## src/rtl/hilo_mdu_pkg.sv

```systemverilog
// Shared constants and types for the HI/LO multiply/divide sequencer.
package hilo_mdu_pkg;

  localparam int unsigned MduOpWd  = 5;
  // One-hot op vector bit positions: {mul, mult, multu, div, divu}
  localparam int unsigned OpMul    = 4;
  localparam int unsigned OpMult   = 3;
  localparam int unsigned OpMultu  = 2;
  localparam int unsigned OpDiv    = 1;
  localparam int unsigned OpDivu   = 0;

  localparam int unsigned DivIter  = 32;
  localparam int unsigned DivCntWd = $clog2(DivIter);

  typedef enum logic [1:0] {
    StIdle = 2'd0,
    StMul  = 2'd1,
    StDiv  = 2'd2,
    StDone = 2'd3
  } mdu_state_e;

  function automatic logic [31:0] neg_if(input logic neg, input logic [31:0] v);
    return neg ? (~v + 32'd1) : v;
  endfunction

endpackage

```

## src/rtl/hilo_mdu_div_core.sv

```systemverilog
// Unsigned 32/32 radix-2 restoring divider, one quotient bit per cycle.
module hilo_mdu_div_core
  import hilo_mdu_pkg::*;
(
  input  logic        clk,
  input  logic        rst,
  input  logic        clear,
  input  logic        load,
  input  logic [31:0] dividend,
  input  logic [31:0] divisor,
  output logic [31:0] quotient,
  output logic [31:0] remainder,
  output logic        busy
);

  logic [31:0]         rem_q, quo_q, dvs_q;
  logic [DivCntWd-1:0] cnt_q;
  logic                active_q;

  logic [32:0] shifted, diff;
  logic        ge;
  logic [31:0] step_rem, step_quo;

  assign shifted  = {rem_q, quo_q[31]};
  assign diff     = shifted - {1'b0, dvs_q};
  assign ge       = ~diff[32];
  assign step_rem = ge ? diff[31:0] : shifted[31:0];
  assign step_quo = {quo_q[30:0], ge};

  // Results show the step retired this cycle, so the caller can capture the
  // final value on the same edge as the last iteration.
  assign quotient  = active_q ? step_quo : quo_q;
  assign remainder = active_q ? step_rem : rem_q;

  // Drops during the final iteration: the caller retires on the next edge.
  assign busy = active_q && (cnt_q != DivCntWd'(DivIter - 1));

  always_ff @(posedge clk) begin
    if (rst || clear) begin
      rem_q    <= '0;
      quo_q    <= '0;
      dvs_q    <= '0;
      cnt_q    <= '0;
      active_q <= 1'b0;
    end else if (load) begin
      rem_q    <= '0;
      quo_q    <= dividend;
      dvs_q    <= divisor;
      cnt_q    <= '0;
      active_q <= 1'b1;
    end else if (active_q) begin
      rem_q <= step_rem;
      quo_q <= step_quo;
      cnt_q <= cnt_q + DivCntWd'(1);
      if (cnt_q == DivCntWd'(DivIter - 1)) begin
        active_q <= 1'b0;
      end
    end
  end

endmodule

```

## src/rtl/hilo_mdu.sv

```systemverilog
// Multi-cycle MULT/MULTU/MUL/DIV/DIVU sequencer feeding the HI/LO write bus.
module hilo_mdu
  import hilo_mdu_pkg::*;
(
  input  logic               clk,
  input  logic               rst,
  input  logic               flush,
  input  logic               start,
  input  logic [MduOpWd-1:0] op,
  input  logic [31:0]        src1,
  input  logic [31:0]        src2,
  output logic               stall_req,
  output logic               done,
  output logic               hi_we,
  output logic               lo_we,
  output logic [31:0]        hi_o,
  output logic [31:0]        lo_o,
  output logic [31:0]        mul_result
);

  mdu_state_e  state;
  logic        sgn_q, rd_q;
  logic [31:0] src1_q, src2_q;
  logic        done_q, hi_we_q, lo_we_q;
  logic [31:0] hi_q, lo_q, mr_q;

  logic        is_mul, is_div, op_sgn, accept, div_load, div_busy;
  logic [31:0] dividend_mag, divisor_mag, div_quo, div_rem;
  logic [32:0] mul_a, mul_b;
  logic [63:0] prod;

  assign is_mul = op[OpMul] | op[OpMult] | op[OpMultu];
  assign is_div = op[OpDiv] | op[OpDivu];
  assign op_sgn = op[OpMul] | op[OpMult] | op[OpDiv];
  assign accept = (state == StIdle) && start && !flush && (is_mul || is_div);

  assign div_load     = accept && is_div && (src2 != '0);
  assign dividend_mag = neg_if(op[OpDiv] & src1[31], src1);
  assign divisor_mag  = neg_if(op[OpDiv] & src2[31], src2);

  // 33-bit extension makes one signed multiply serve both signednesses.
  assign mul_a = {sgn_q & src1_q[31], src1_q};
  assign mul_b = {sgn_q & src2_q[31], src2_q};
  assign prod  = {{31{mul_a[32]}}, mul_a} * {{31{mul_b[32]}}, mul_b};

  assign stall_req  = !flush && (accept || (state == StMul) || (state == StDiv));
  assign done       = done_q & ~flush;
  assign hi_we      = hi_we_q & ~flush;
  assign lo_we      = lo_we_q & ~flush;
  assign hi_o       = hi_q;
  assign lo_o       = lo_q;
  assign mul_result = mr_q;

  hilo_mdu_div_core u_div_core (
    .clk       (clk),
    .rst       (rst),
    .clear     (flush),
    .load      (div_load),
    .dividend  (dividend_mag),
    .divisor   (divisor_mag),
    .quotient  (div_quo),
    .remainder (div_rem),
    .busy      (div_busy)
  );

  always_ff @(posedge clk) begin
    if (rst) begin
      state   <= StIdle;
      sgn_q   <= 1'b0;
      rd_q    <= 1'b0;
      src1_q  <= '0;
      src2_q  <= '0;
      done_q  <= 1'b0;
      hi_we_q <= 1'b0;
      lo_we_q <= 1'b0;
      hi_q    <= '0;
      lo_q    <= '0;
      mr_q    <= '0;
    end else if (flush) begin
      state   <= StIdle;
      done_q  <= 1'b0;
      hi_we_q <= 1'b0;
      lo_we_q <= 1'b0;
      hi_q    <= '0;
      lo_q    <= '0;
      mr_q    <= '0;
    end else begin
      unique case (state)
        StIdle: begin
          if (accept) begin
            sgn_q  <= op_sgn;
            rd_q   <= op[OpMul];
            src1_q <= src1;
            src2_q <= src2;
            if (is_mul) begin
              state <= StMul;
            end else if (src2 == '0) begin
              state   <= StDone;
              done_q  <= 1'b1;
              hi_we_q <= 1'b1;
              lo_we_q <= 1'b1;
              hi_q    <= src1;
              lo_q    <= '1;
            end else begin
              state <= StDiv;
            end
          end
        end
        StMul: begin
          state  <= StDone;
          done_q <= 1'b1;
          if (rd_q) begin
            mr_q <= prod[31:0];
          end else begin
            hi_we_q <= 1'b1;
            lo_we_q <= 1'b1;
            hi_q    <= prod[63:32];
            lo_q    <= prod[31:0];
          end
        end
        StDiv: begin
          if (!div_busy) begin
            state   <= StDone;
            done_q  <= 1'b1;
            hi_we_q <= 1'b1;
            lo_we_q <= 1'b1;
            // Quotient negated on sign mismatch; remainder follows dividend.
            lo_q    <= neg_if(sgn_q & (src1_q[31] ^ src2_q[31]), div_quo);
            hi_q    <= neg_if(sgn_q & src1_q[31], div_rem);
          end
        end
        StDone: begin
          state   <= StIdle;
          done_q  <= 1'b0;
          hi_we_q <= 1'b0;
          lo_we_q <= 1'b0;
          hi_q    <= '0;
          lo_q    <= '0;
          mr_q    <= '0;
        end
        default: state <= StIdle;
      endcase
    end
  end

endmodule

```

## config.mk

```make
export PLATFORM = sky130hd
export DESIGN_NAME = hilo_mdu
export DESIGN_NICKNAME = d
export VERILOG_FILES = /design/src/rtl/hilo_mdu_pkg.sv /design/src/rtl/hilo_mdu_div_core.sv /design/src/rtl/hilo_mdu.sv
export SDC_FILE = /design/constraint.sdc
export NUM_CORES = 2
export LEC_CHECK = 0
export CORE_MARGIN = 4
export CORE_UTILIZATION = 59
export CTS_CLUSTER_SIZE = 30
export DETAILED_ROUTE_END_ITERATION = 12
export GPL_ROUTABILITY_DRIVEN = 0
export PLACE_DENSITY = 0.83
export SYNTH_ARGS = -nofsm -noshare
export SYNTH_HDL_FRONTEND = slang
export SYNTH_HIERARCHICAL = 1
export SYNTH_SLANG_ARGS = --single-unit
```

## constraint.sdc

```tcl
create_clock -name clk -period 8.4 [get_ports clk]
set_input_delay 1.68 -clock clk [delete_from_list [all_inputs] [get_ports clk]]
set_output_delay 1.68 -clock clk [all_outputs]
set_load 0.01 [all_outputs]
```

==> results_dict.tcl <==
set metrics [dict create \
    synth-seq-cells 268 \
    setup_violations 0 \
    synthesis.area_sq_um 53900 \
    syn_inst 6248 \
    slew_headroom_pct 21.4 \
    hold_path_depth 2 \
    r2r-start "sgn_q" \
    grtUsageTotal_pct 33.7 \
    synth_ff_type "dfxtp_1" \
    ir_drop_mv 0.180 \
    min_from "hi_o[25]" \
    rows 110 \
    seqCellArea_sq_um 5390 \
    p_total_mw 4.44 \
    fin_crit_sh_pct 98.1 \
    worst_skew_pair.late_latency_ns 0.57 \
    slowest_stage "fa_1" \
    cts_sinks 268 \
    fill_cells 7016 \
    whs_endpoint "hi_o[25]" \
    r2r_slack_ns 0.16 \
    slew_viol_final 0 \
    drv.max_cap_violation_count 0 \
    ys_types 83 \
    rr_endpoint "hi_o[21]" \
    die_w_microns 310 \
    crit_type "reg2reg" \
    tightest_slew_ns 1.18 \
    vias_per_cell 6.03 \
    cellLeakagePower_nw 27.2 \
    layout.nets 7671 \
    root_buffer "clkbuf_16" \
    portBuffers 172 \
    utilization_pct 64.2 \
    synth_seq_area_share_pct 9.96 \
    finClkSkew_ns 0.0183 \
    cp_max_fo 20 \
    postRouteAntennaNets 0 \
    die_h_microns 310 \
    crit_arrival_ns 8.69 \
    numCtsBuffers 28 \
    drtIter0Drc 4707 \
    ioPinCount 173 \
    dp_hpwl_mm 126 \
    ys_warn_count 6 \
    hold_viol 0 \
    grt_max_degree 100 \
    grt_first_pass_wirelength_mm 255 \
    post_drt_wl_per_cell_microns 21.4 \
    synthArstFlopShare_pct 0 \
    cp_common_cell "fa_1" \
    hold_path_class "reg2reg" \
    initial_utilization_pct 59.7 \
    synth_edf_count 0 \
    critPathMaxStageDelay_ns 0.52 \
    vias 44700 \
    antenna_found_initial 8 \
    drc 0 \
    gr-total-overflow 0 \
    area.growth.synth_to_final_pct 7.61 \
    drive_gt1_share_pct 4.97 \
    dpl_cell_area_sq_um 56900 \
    crit_required_ns 8.85 \
    cts.clk_slew.worst_paths_ns 0.07 \
    htreeDepth 1 \
    finalCriticalPeriod_ns 8.24 \
    worstSetupEndpointType "flip-flop" \
    syn_nets 7703 \
    clock_path_buffers 3 \
    grt_pass1_vias 47100 \
    core_area_sq_um 90300 \
    whs_ns 0.459 \
    startpoint_type "flip-flop" \
    final_cell_area_sq_um 58000 \
    multi_input_area_sq_um 42500 \
    wl_mm 158 \
    tritoncts "built" \
    max_freq_mhz 121 \
    rr_worst_depth 28 \
    dieArea_sq_um 96200 \
    dr.pass1.iters 7 \
    status "finished clean" \
    postSynthAreaPerCell_sq_um 8.62 \
    powerDensity_nw_per_um2 76.6 \
]
[worst max path at each step]
stage               endpoint  cells past startpoint        from  slack, ns
global placement    hi_o[21]                     27  src1_q[11]       0.19
floorplan           hi_o[23]                     28  src1_q[31]       0.08
detailed placement  hi_o[21]                     27  src1_q[11]       0.07
finish              hi_o[21]                     28       sgn_q       0.16
CTS                 hi_o[21]                     27  src1_q[11]       0.05
global route        hi_o[30]                     27       sgn_q      -0.01
[cell usage in the layout, fill, tap and decap left out, drive strengths merged, types with 33 or more instances in the layout]
master	n
clkdlybuf4s50	171
a211oi	56
nand2	968
mux2i	61
nand3	43
a22oi	35
clkbuf	34
o21ai	127
dfxtp	268
nor2	283
a21o	45
a221oi	47
fa	1126
xnor2	132
nor3	84
ha	256
inv	1194
a21oi	262
xor2	82
and2	356
nor2b	44
buf	153
and3	33
[flip-flops by register name, summed over array words and instances (netlist names)]
name and count:
src1_q 32, u_div_core/dvs_q 32, u_div_core/rem_q 32, lo_o 32, done_q 1, lo_we_q 1
src2_q 32, rd_q 1, u_div_core/active_q 1, u_div_core/quo_q 32, u_div_core/cnt_q 5, hi_o 32
state 2, sgn_q 1, mul_result 32
[layer usage]
| layer | share of wire [%] | global-route usage, % | vias to the layer above | wire length, microns |
|---|---|---|---|---|
| met2 | 46 | 54.6 | 2776 | 73400 |
| met4 | 7.9 | 21.5 | 6 | 12500 |
| met1 | 35 | 41.6 | 22100 | 55200 |
| met3 | 11 | 6.94 | 764 | 17200 |
| met5 | 0.028 | 0 | - | 44 |
| li1 | - | - | 19100 | - |
[synthesized netlist by cell type (all sizes together), types with 21 or more instances]
| cell | n | area (sq um) |
|---|---|---|
| inv | 1197 | 4490 |
| fa | 1126 | 22500 |
| nand2 | 968 | 3630 |
| clkbuf | 361 | 1360 |
| and2 | 356 | 2230 |
| nor2 | 283 | 1060 |
| dfxtp | 268 | 5370 |
| a21oi | 262 | 1320 |
| ha | 256 | 3200 |
| xnor2 | 132 | 1160 |
| o21ai | 127 | 636 |
| nor3 | 84 | 425 |
| xor2 | 82 | 718 |
| mux2i | 61 | 611 |
| a211oi | 56 | 420 |
| a221oi | 47 | 424 |
| a21o | 45 | 338 |
| nor2b | 44 | 275 |
| nand3 | 43 | 215 |
| a22oi | 35 | 263 |
| and3 | 33 | 213 |
| mux2 | 32 | 360 |
| nand4 | 31 | 194 |
| o31ai | 28 | 210 |
| or3 | 27 | 180 |
| buf | 25 | 156 |
| nor4 | 22 | 159 |
| a31oi | 21 | 131 |
| o211ai | 21 | 158 |
[kinds of logic (layout without fill, tap and decap cells)]
logic type | count (synthesis) | in the layout | synth area share [%]
simple gates | 1951 | 1951 | 16.8
fa+ha+maj | 1382 | 1382 | 47.8
flops | 268 | 268 | 9.96
mux | 93 | 93 | 1.80
buf+inv | 1584 | 1571 | 11.2
xor+xnor | 214 | 214 | 3.48
compound gates | 756 | 756 | 9.01
other cells | 0 | 3 | 0
[power by group]
part	switching, mW	internal [mW]	total [mW]
Clock	0.567	0.732	1.30
Combinational	1.14	0.623	1.76
Sequential	0.0739	1.31	1.38
[critical path, delay by kind of cell, from the launching register on]
family | cells | cell delay, ns
buf+inv | 7 | 1.09
simple gates | 4 | 0.59
compound gates | 8 | 1.75
fa+ha+maj | 9 | 4.26
flops | 1 | 0.41
[through the flow]
stage               setup TNS [ns]  worst slack [ns]  std cells
global placement                 0             0.188       7358
finish                           0             0.161       7414
CTS                              0            0.0490       7407
detailed placement               0            0.0683       7358
floorplan                        0            0.0849       6248
global route               -0.0146           -0.0146       7413
[repair_timing]
action                                  in CTS  in global routing
buffers inserted                             0                  4
endpoints found under the setup margin       0                 20
gates resized for setup                      0                 30
hold buffers                                 0                  0
[layout make-up]
type / count / area share (%)
Antenna cell: 3 / 0.0130
Clock buffer: 34 / 1.37
Clock inverter: 15 / 0.244
Inverter: 1198 / 7.78
Multi-Input combinational cell: 4396 / 73.4
Sequential cell: 268 / 9.29
Tap cell: 1176 / 2.54
Timing Repair Buffer: 324 / 5.37
(Power assumes the default switching activity.)
